**src/rtl/apb_pkg.sv**
```systemverilog
// Shared types and helpers for the APB request arbiter.
// ADDR_WIDTH / DATA_WIDTH default to 32 when the build does not define them.
`ifndef ADDR_WIDTH
`define ADDR_WIDTH 32
`endif
`ifndef DATA_WIDTH
`define DATA_WIDTH 32
`endif

package apb_pkg;

  typedef enum logic [1:0] {
    ARB_IDLE  = 2'd0,
    ARB_ISSUE = 2'd1,
    ARB_WAIT  = 2'd2,
    ARB_RESP  = 2'd3
  } arb_state_e;

  localparam int ARB_NUM_REQ_DEF = 4;

  function automatic int rr_next(input int idx, input int n);
    return (idx + 1) % n;
  endfunction

endpackage

```
**src/rtl/apb_rr_pick.sv**
```systemverilog
// Combinational round-robin picker: first set request scanning ptr, ptr+1, ... modulo N.
module apb_rr_pick #(
  parameter int N  = 4,
  parameter int IW = $clog2(N)
) (
  input  logic [N-1:0]  req,
  input  logic [IW-1:0] ptr,
  output logic [N-1:0]  grant,
  output logic [IW-1:0] idx
);

  logic          found;
  logic [IW-1:0] j;

  // scan from the pointer, wrapping, and keep the first hit
  always_comb begin
    grant = '0;
    idx   = '0;
    found = 1'b0;
    j     = '0;
    for (int k = 0; k < N; k++) begin
      j = IW'((int'(ptr) + k) % N);
      if (!found && req[j]) begin
        found    = 1'b1;
        grant[j] = 1'b1;
        idx      = j;
      end else begin
        found = found;
      end
    end
  end

endmodule

```
**src/rtl/apb_req_arbiter.sv**
```systemverilog
// Round-robin scheduler sharing one apb_master among NUM_REQ requesters.
// Optional APB_ARB_PRIO0_EN: requester 0 has absolute priority over the round-robin.
`ifndef ADDR_WIDTH
`define ADDR_WIDTH 32
`endif
`ifndef DATA_WIDTH
`define DATA_WIDTH 32
`endif

module apb_req_arbiter
  import apb_pkg::*;
#(
  parameter int NUM_REQ = ARB_NUM_REQ_DEF,
  parameter int ADDR_W  = `ADDR_WIDTH,
  parameter int DATA_W  = `DATA_WIDTH
) (
  input  logic                      Pclk,
  input  logic                      Presetn,
  input  logic [NUM_REQ-1:0]        req_valid,
  input  logic [NUM_REQ-1:0]        req_write,
  input  logic [NUM_REQ*ADDR_W-1:0] req_addr,
  input  logic [NUM_REQ*DATA_W-1:0] req_wdata,
  output logic [NUM_REQ-1:0]        req_ready,
  output logic [NUM_REQ-1:0]        rsp_valid,
  output logic [DATA_W-1:0]         rsp_rdata,
  output logic                      rsp_slverr,
  output logic                      transfer,
  output logic                      WRITE_READ,
  output logic [ADDR_W-1:0]         APB_write_paddr,
  output logic [ADDR_W-1:0]         APB_read_paddr,
  output logic [DATA_W-1:0]         APB_write_data,
  input  logic                      Psel,
  input  logic                      Penable,
  input  logic                      Pready,
  input  logic [DATA_W-1:0]         Prdata,
  input  logic                      Pslverr
);

  localparam int IW = $clog2(NUM_REQ);

  arb_state_e         state;
  logic [IW-1:0]      ptr;
  logic [IW-1:0]      g_idx;
  logic [NUM_REQ-1:0] g_grant;
  logic               lat_write;
  logic [ADDR_W-1:0]  lat_addr;
  logic [DATA_W-1:0]  lat_wdata;
  logic [DATA_W-1:0]  cap_rdata;
  logic               cap_slverr;

  logic [NUM_REQ-1:0] pick_req;
  logic [NUM_REQ-1:0] rr_grant;
  logic [IW-1:0]      rr_idx;
  logic [NUM_REQ-1:0] sel_grant;
  logic [IW-1:0]      sel_idx;

`ifdef APB_ARB_PRIO0_EN
  // requester 0 is handled outside the rotation
  assign pick_req = req_valid & ~{{(NUM_REQ-1){1'b0}}, 1'b1};
`else
  assign pick_req = req_valid;
`endif

  apb_rr_pick #(.N(NUM_REQ), .IW(IW)) u_pick (
    .req   (pick_req),
    .ptr   (ptr),
    .grant (rr_grant),
    .idx   (rr_idx)
  );

  // final grant selection
  always_comb begin
`ifdef APB_ARB_PRIO0_EN
    if (req_valid[0]) begin
      sel_grant = {{(NUM_REQ-1){1'b0}}, 1'b1};
      sel_idx   = '0;
    end else begin
      sel_grant = rr_grant;
      sel_idx   = rr_idx;
    end
`else
    sel_grant = rr_grant;
    sel_idx   = rr_idx;
`endif
  end

  // arbiter FSM with registered outputs
  always_ff @(posedge Pclk or negedge Presetn) begin
    if (!Presetn) begin
      state           <= ARB_IDLE;
      ptr             <= '0;
      g_idx           <= '0;
      g_grant         <= '0;
      lat_write       <= 1'b0;
      lat_addr        <= '0;
      lat_wdata       <= '0;
      cap_rdata       <= '0;
      cap_slverr      <= 1'b0;
      req_ready       <= '0;
      rsp_valid       <= '0;
      rsp_rdata       <= '0;
      rsp_slverr      <= 1'b0;
      transfer        <= 1'b0;
      WRITE_READ      <= 1'b0;
      APB_write_paddr <= '0;
      APB_read_paddr  <= '0;
      APB_write_data  <= '0;
    end else begin
      req_ready <= '0;
      rsp_valid <= '0;
      transfer  <= 1'b0;
      case (state)
        ARB_IDLE: begin
          if (|req_valid) begin
            req_ready <= sel_grant;
            g_grant   <= sel_grant;
            g_idx     <= sel_idx;
            lat_write <= req_write[sel_idx];
            lat_addr  <= req_addr[sel_idx*ADDR_W +: ADDR_W];
            lat_wdata <= req_wdata[sel_idx*DATA_W +: DATA_W];
            state     <= ARB_ISSUE;
          end
        end
        ARB_ISSUE: begin
          transfer        <= 1'b1;
          WRITE_READ      <= lat_write;
          APB_write_paddr <= lat_addr;
          APB_read_paddr  <= lat_addr;
          APB_write_data  <= lat_wdata;
          state           <= ARB_WAIT;
        end
        ARB_WAIT: begin
          if (Psel && Penable && Pready) begin
            cap_rdata  <= lat_write ? '0 : Prdata;
            cap_slverr <= Pslverr;
            state      <= ARB_RESP;
          end
        end
        ARB_RESP: begin
          rsp_valid  <= g_grant;
          rsp_rdata  <= cap_rdata;
          rsp_slverr <= cap_slverr;
`ifdef APB_ARB_PRIO0_EN
          if (g_idx != '0) ptr <= IW'(rr_next(int'(g_idx), NUM_REQ));
`else
          ptr <= IW'(rr_next(int'(g_idx), NUM_REQ));
`endif
          state <= ARB_IDLE;
        end
        default: state <= ARB_IDLE;
      endcase
    end
  end

endmodule

```
**config.mk**
```make
export PLATFORM = sky130hd
export DESIGN_NAME = apb_req_arbiter
export DESIGN_NICKNAME = d
export VERILOG_FILES = /design/src/rtl/apb_pkg.sv /design/src/rtl/apb_rr_pick.sv /design/src/rtl/apb_req_arbiter.sv
export SDC_FILE = /design/constraint.sdc
export NUM_CORES = 1
export LEC_CHECK = 0
export CAP_MARGIN = 20
export CORE_MARGIN = 8
export CORE_UTILIZATION = 40
export DETAILED_ROUTE_END_ITERATION = 8
export PLACE_DENSITY = 0.76
export SKIP_CTS_REPAIR_TIMING = 1
export SLEW_MARGIN = 30
export SYNTH_ARGS = -nofsm -noshare
export SYNTH_HDL_FRONTEND = slang
export SYNTH_SLANG_ARGS = --single-unit
export TNS_END_PERCENT = 30
```
**constraint.sdc**
```tcl
create_clock -name Pclk -period 3.03 [get_ports Pclk]
set_input_delay 0.606 -clock Pclk [delete_from_list [all_inputs] [get_ports Pclk]]
set_output_delay 0.606 -clock Pclk [all_outputs]
set_load 0.05 [all_outputs]
```
-- Yosys cells after proc, flatten, opt, wreduce, memory -nomap -nowiden
Index checks and enable logic that the tools add are counted.
- $add $sub $neg: 4
- order comparisons: 9
- equality and inequality tests: 5
- shift-type cells: 2
- multiplexer cells: 37
- bitwise gates (word level): 3
- reduce and logical (&&, ||, !) cells: 17
- operator list (kind ; number):
    indexed part select 128 x 8 -> 32 bit ; 2
    two-way mux 32 bit ; 1
    two-way mux 4 bit ; 7
    less-than comparator 2 x 3 -> 1 bit (second input constant) ; 5
    two-way mux 1 bit ; 13
    two-way mux 2 bit ; 6
    bitwise OR 4 bit ; 3
    binary-select mux 1 bit (select 2 bit) ; 5
    logical AND 1 bit ; 9
    demux 1 bit (select 2 bit) ; 4
    greater-or-equal comparator 2 x 1 -> 1 bit (second input constant) ; 4
    one-hot mux 2 bit (4 select lines) ; 1
    AND reduction 2 bit ; 3
    adder 2 x 1 -> 2 bit (second input constant) ; 2
    adder 2 bit (second input constant) ; 2
    == test 2 bit (second input constant) ; 2
    inequality test 2 bit (second input constant) ; 2
    OR reduction 4 bit ; 1
    zero test 1 bit ; 3
    == test 2 x 1 -> 1 bit (second input constant) ; 1
    zero test 2 bit ; 1
- register bits after elaboration: 215
- input bits: 302
- output and inout port bits: 139
- logic and storage cells: 94

-- Depth between registers and ports, before layout
- depth in word-level cells: 14
- depth in mapped cells: 12
- mapped depth without buffers: 7

-- Hierarchy
A second synthesis with hierarchy kept.
- cell total of the unflattened synthesis: 701
- area, all modules: 10390.0 µm²
- modules (own cells, without submodules) (module ; times used ; cells an instance ; area an instance (µm²) ; seq. area each (µm²)):
    apb_req_arbiter ; 1 ; 653 ; 9950.8 ; 5380.2
    apb_rr_pick ; 1 ; 48 ; 439.2 ; 0.0

-- Least setup slack after synthesis
Ideal clock, no wire load.
- kind: register -> register
- from: reg ptr[0]
- to: reg lat_addr[31]
- library setup time: 0.142 ns
- data arrival time: 2.430 ns
- required time: 2.888 ns
- setup slack: 0.457 ns
- stages on the path, launching flop included: 13
- buffers on the path: 5
- clock period less this slack: 2.573 ns
- path through: dfrtp_1 -> buf_4 -> inv_1 -> ha_1 -> buf_2 -> or2_2 -> a21oi_1 -> o41a_1 -> buf_2 -> buf_12 -> buf_6 -> mux2i_1 -> o221ai_1
- word-level cells in the longest chain between the ends: 13
- elaborated cells between the ends (all ways): 25
- classes of those cells: 3 x add/sub; 1 x shift; 15 x mux; 6 x reduce/logical
- ends and longest elaborated chain (item ; RTL line ; RTL):
    from (decl) ; apb_req_arbiter.sv:42 ; logic [IW-1:0] ptr;
    from (signal assigned) ; apb_req_arbiter.sv:146 ; ptr <= IW'(rr_next(int'(g_idx), NUM_REQ));
    parallel branches: the longest is 11 deep, another holds adder 2 x 1 -> 2 bit ; -- ;
    two-way mux 2 bit * ; apb_rr_pick.sv:23 ; if (!found && req[j]) begin
    indexed part select 128 x 8 -> 32 bit * ; apb_req_arbiter.sv:119 ; lat_addr <= req_addr[sel_idx*ADDR_W +: ADDR_W];
    to (signal assigned) ; apb_req_arbiter.sv:119 ;
    to (decl) ; apb_req_arbiter.sv:46 ; logic [ADDR_W-1:0] lat_addr;
Every way passes the cells marked *. The select of a mux whose other input is x is not followed.
A chain may end at the register's enable or synchronous reset.

-- Worst setup path in the final report
- from: reg ptr[0]
- to: reg lat_wdata[30]
- word-level cells in the longest chain between the ends: 13
- elaborated cells between the ends (all ways): 25
- classes of those cells: 3 x add/sub; 1 x shift; 15 x mux; 6 x reduce/logical
- ends and longest elaborated chain (item ; RTL line ; RTL):
    parallel branches: the longest is 11 deep, another holds adder 2 x 1 -> 2 bit ; -- ;
    two-way mux 2 bit * ; apb_rr_pick.sv:23 ;
    indexed part select 128 x 8 -> 32 bit * ; apb_req_arbiter.sv:120 ; lat_wdata <= req_wdata[sel_idx*DATA_W +: DATA_W];
    to (signal assigned) ; apb_req_arbiter.sv:120 ;
    to (decl) ; apb_req_arbiter.sv:47 ; logic [DATA_W-1:0] lat_wdata;
Marks and branches as above.

==> implementation parameters <==
Parameter                              Value

Global route
  Largest net degree at the start of global routing ... 67
  Wire length of the first global-routing pass ... between 50 and 60 mm
  GRT Resource Usage Total ... between 20% and 30%
  Number of antenna violations at the first check in global routing ... 1
  Number of global-route vias before repair ... ~9100
  GR Overflow Total ... 0

Setup path
  Cell class contributing the biggest share of worst-path delay ... buffers and inverters
  Endpoint arrival time on the critical path ... 3.06 ns
  Nature of the critical path startpoint ... flop
  Slowest-stage cell, CP ... dfrtp_1
  Worst Setup Path Type ... reg2reg
  Critical Path RT ... ~3.4 ns
  CP Depth ... 9
  CP bufs+invs ... 3
  Cells traversed along the worst timing path ... inv_1 -> ha_1 -> or2_2 -> a21oi_1 -> o41a_2 -> buf_12 -> buf_4 -> mux2i_1 -> o221ai_1
  Largest driver fanout on the critical path ... 37
  Kind of end point of the critical path ... flop
  Delay of the slowest cell on the worst path ... 0.37 ns
  Logic depth of the worst register-to-register path ... 9

Route
  Remaining antenna violation count ... 0
  Number of optimization iterations in the first detailed-route pass ... 4
  DRC ... 0
  Average vias per placed instance ... around 5.2
  Number of DRC markers after the initial detailed-route iteration ... around 550
  Routed wire length ... around 35 mm
  Routed WL per cell ... 21.6 um
  Total number of vias ... 8355

STA
  Relative slew slack ... 42.2%
  Minimum clock period ... 2.70 ns
  Number of max-slew violations in the final report ... 0
  Final-layout worst hold slack ... 0.0338 ns
  Unrepaired setup endpoints after global routing ... no
  Worst clock skew ... between 0.01 and 0.015 ns
  Setup ws final ... ~0.33 ns
  Number of endpoints with negative hold slack in the final report ... 0
  Sum of negative setup slack ... 0 ns
  Share of the clock period used by the worst path after layout ... 89.1%
  Worst Tran Pin Value ... between 0.8 and 0.9 ns
  Peak Freq ... 0.370 GHz
  Setup violators final ... 0

Yosys
  Mean post-synth cell area ... 12.1 um^2
  Post-synth top cells ... 215 x dfrtp_1, 134 x mux2i_1, 103 x nand2_1
  Most frequently used cell type in the post-synthesis netlist ... dfrtp_1
  Syn Inst Count ... between 800 and 900
  Primary FF master, synth ... dfrtp_1
  Synth async-reset ratio ... 100%
  Largest cells by area after synthesis ... dfrtp_1 52%, mux2i_1 13%, mux2_2 11%, o221ai_1 5.7%, nand2_1 3.7%
  Area fraction of the dominant cell type after synthesis ... around half
  EDFF count, synth ... 0
  Share of the yosys chip area belonging to registers ... around 52%
  Syn. warnings ... 0
  Number of distinct library cells after synthesis ... 41
  Combined area of all synthesized cells ... around 10000 um^2
  Number of register bits inferred by synthesis ... about 220
  Cell type contributing the most total cell area after synthesis ... dfrtp_1
  Syn Nets ... between 1000 and 1500

Placement
  Final weighted congestion in routability-driven placement ... roughly 0.84
  Pre-CTS setup slack ... around 0.09 ns
  Dpl hpwl ... 26.5 mm
  IO buf count ... 440
  Number of cells in the design after placement ... ~1600

Floorplanning
  Effective utilization at floorplan ... around two fifths
  Top-level I/O count ... about 440
  Die Area ... roughly 31000 um^2
  Placeable core region ... 25800 um^2
  Die span in y ... ~180 um
  Number of rows in the core area ... 59
  Horizontal die dimension ... about 180 um

Clocking
  Clock buffer count from CTS ... 24
  Insertion delay of the later-clocked pin in the worst-skew pair ... ~0.51 ns
  Maximum count of clock buffers along a single path ... 3
  Clock slew at reported path FFs ... roughly 0.060 ns
  H-tree depth reported by CTS ... 1
  CTS sink count ... around 220
  Clock tree from TritonCTS ... built
  Library cell used as clock root buffer ... clkbuf_16

Final layout
  Sequential cell area in the final layout ... roughly 5400 um^2
  Fraction of layout cells with a size suffix above 1 ... between 10 and 15%
  Area taken by multi-input logic gates ... roughly 4400 um^2
  Number of standard cells in the final layout excluding fillers ... 1607
  Number of nets in the layout ... about 1600
  Area growth syn-to-layout ... 51.7%
  Filler cells ... 2053
  Share of the core filled with cells in the final layout ... between 60 and 70%

Run status
  Outcome ... complete, no violations

Run
  Maximum Capacitance Violations ... 0

Power
  Reported leakage power ... about 7.0 nW
  Power density of the placed cells ... 1160 nW/um^2
  Maximum vdd ir drop ... 0.000774 V

Min path
  Tightest Hold Check Type ... in2async
==> cell usage in the layout (no fill, tap or decap), types with 5 or more instances in the layout <==
cell / n
clkbuf_1: 8
o221ai_1: 67
clkbuf_16: 25
dfrtp_1: 214
nand2_1: 103
ha_1: 8
nor2_1: 5
mux2i_1: 134
o22ai_1: 6
mux2_2: 101
clkdlybuf4s50_1: 439
buf_4: 20
buf_12: 11
nand2b_1: 33
o21ai_0: 37
==> through the flow <==
| stage | power, W | area, um^2 |
|---|---|---|
| 6_report | 0.0182 | 15700 |
| 5_1_grt | 0.0192 | 15700 |
| 4_1_cts | 0.0184 | 15700 |
| 3_5_place_dp | 0.0156 | 15000 |
| 3_3_place_gp | 0.0154 | 15000 |
| 2_1_floorplan | 0.0123 | 10400 |
==> power by group <==
| group | internal, W | leakage [nW] | switching, W |
|---|---|---|---|
| registers | 0.00425 | 2.69 | 0.000867 |
| logic | 0.00426 | 3.93 | 0.00614 |
| clock network | 0.00157 | 0.348 | 0.00115 |
==> state kept, by name (all words and copies together), names as in the netlist, 2 cells and up <==
signal and count:
APB_read_paddr 32, APB_write_data 32, cap_rdata 32, g_grant 4
g_idx 2, lat_addr 32, lat_wdata 32, ptr 2
req_ready 4, rsp_rdata 32, rsp_valid 4, state 2
==> cell type report <==
class | instances | share of cell area [%]
Sequential cell | 215 | 34.2
Clock buffer | 35 | 4.34
Multi-Input combinational cell | 537 | 28.0
Clock inverter | 8 | 0.342
Tap cell | 335 | 2.66
Antenna cell | 1 | 0.0159
Timing Repair Buffer | 471 | 30.4
Inverter | 5 | 0.119
==> routing by layer <==
layer	up-vias	GRT usage (%)	wire length (um)
met5	-	0	0
met2	317	36.4	17600
met3	36	5.10	2340
li1	3867	-	-
met1	4135	27.0	14200
met4	0	4.45	621
==> logic make-up (layout without fill, tap and decap cells) <==
| logic type | after synthesis | after routing | synth area share, % |
|---|---|---|---|
| xor+xnor | 1 | 1 | 0.0844 |
| buf+inv | 104 | 519 | 6.03 |
| compound gates | 131 | 131 | 9.33 |
| simple gates | 156 | 156 | 6.90 |
| fa+ha+maj | 10 | 10 | 1.21 |
| other cells | 0 | 1 | 0 |
| flops | 215 | 215 | 51.8 |
| mux | 239 | 239 | 24.6 |
==> final timing paths <==
check | from | endpoint | slack [ns]
worst max-delay path | ptr[0] | lat_wdata[30] | 0.33
worst min-delay path | Presetn | cap_rdata[6] | 0.03
worst max register to register | ptr[0] | lat_wdata[30] | 0.33
worst min register to register | g_grant[1] | g_grant[1] | 0.47
max in group asynchronous | Presetn | cap_rdata[14] | 2.26
min in group Pclk | g_grant[1] | g_grant[1] | 0.47
(Power assumes the default switching activity.)
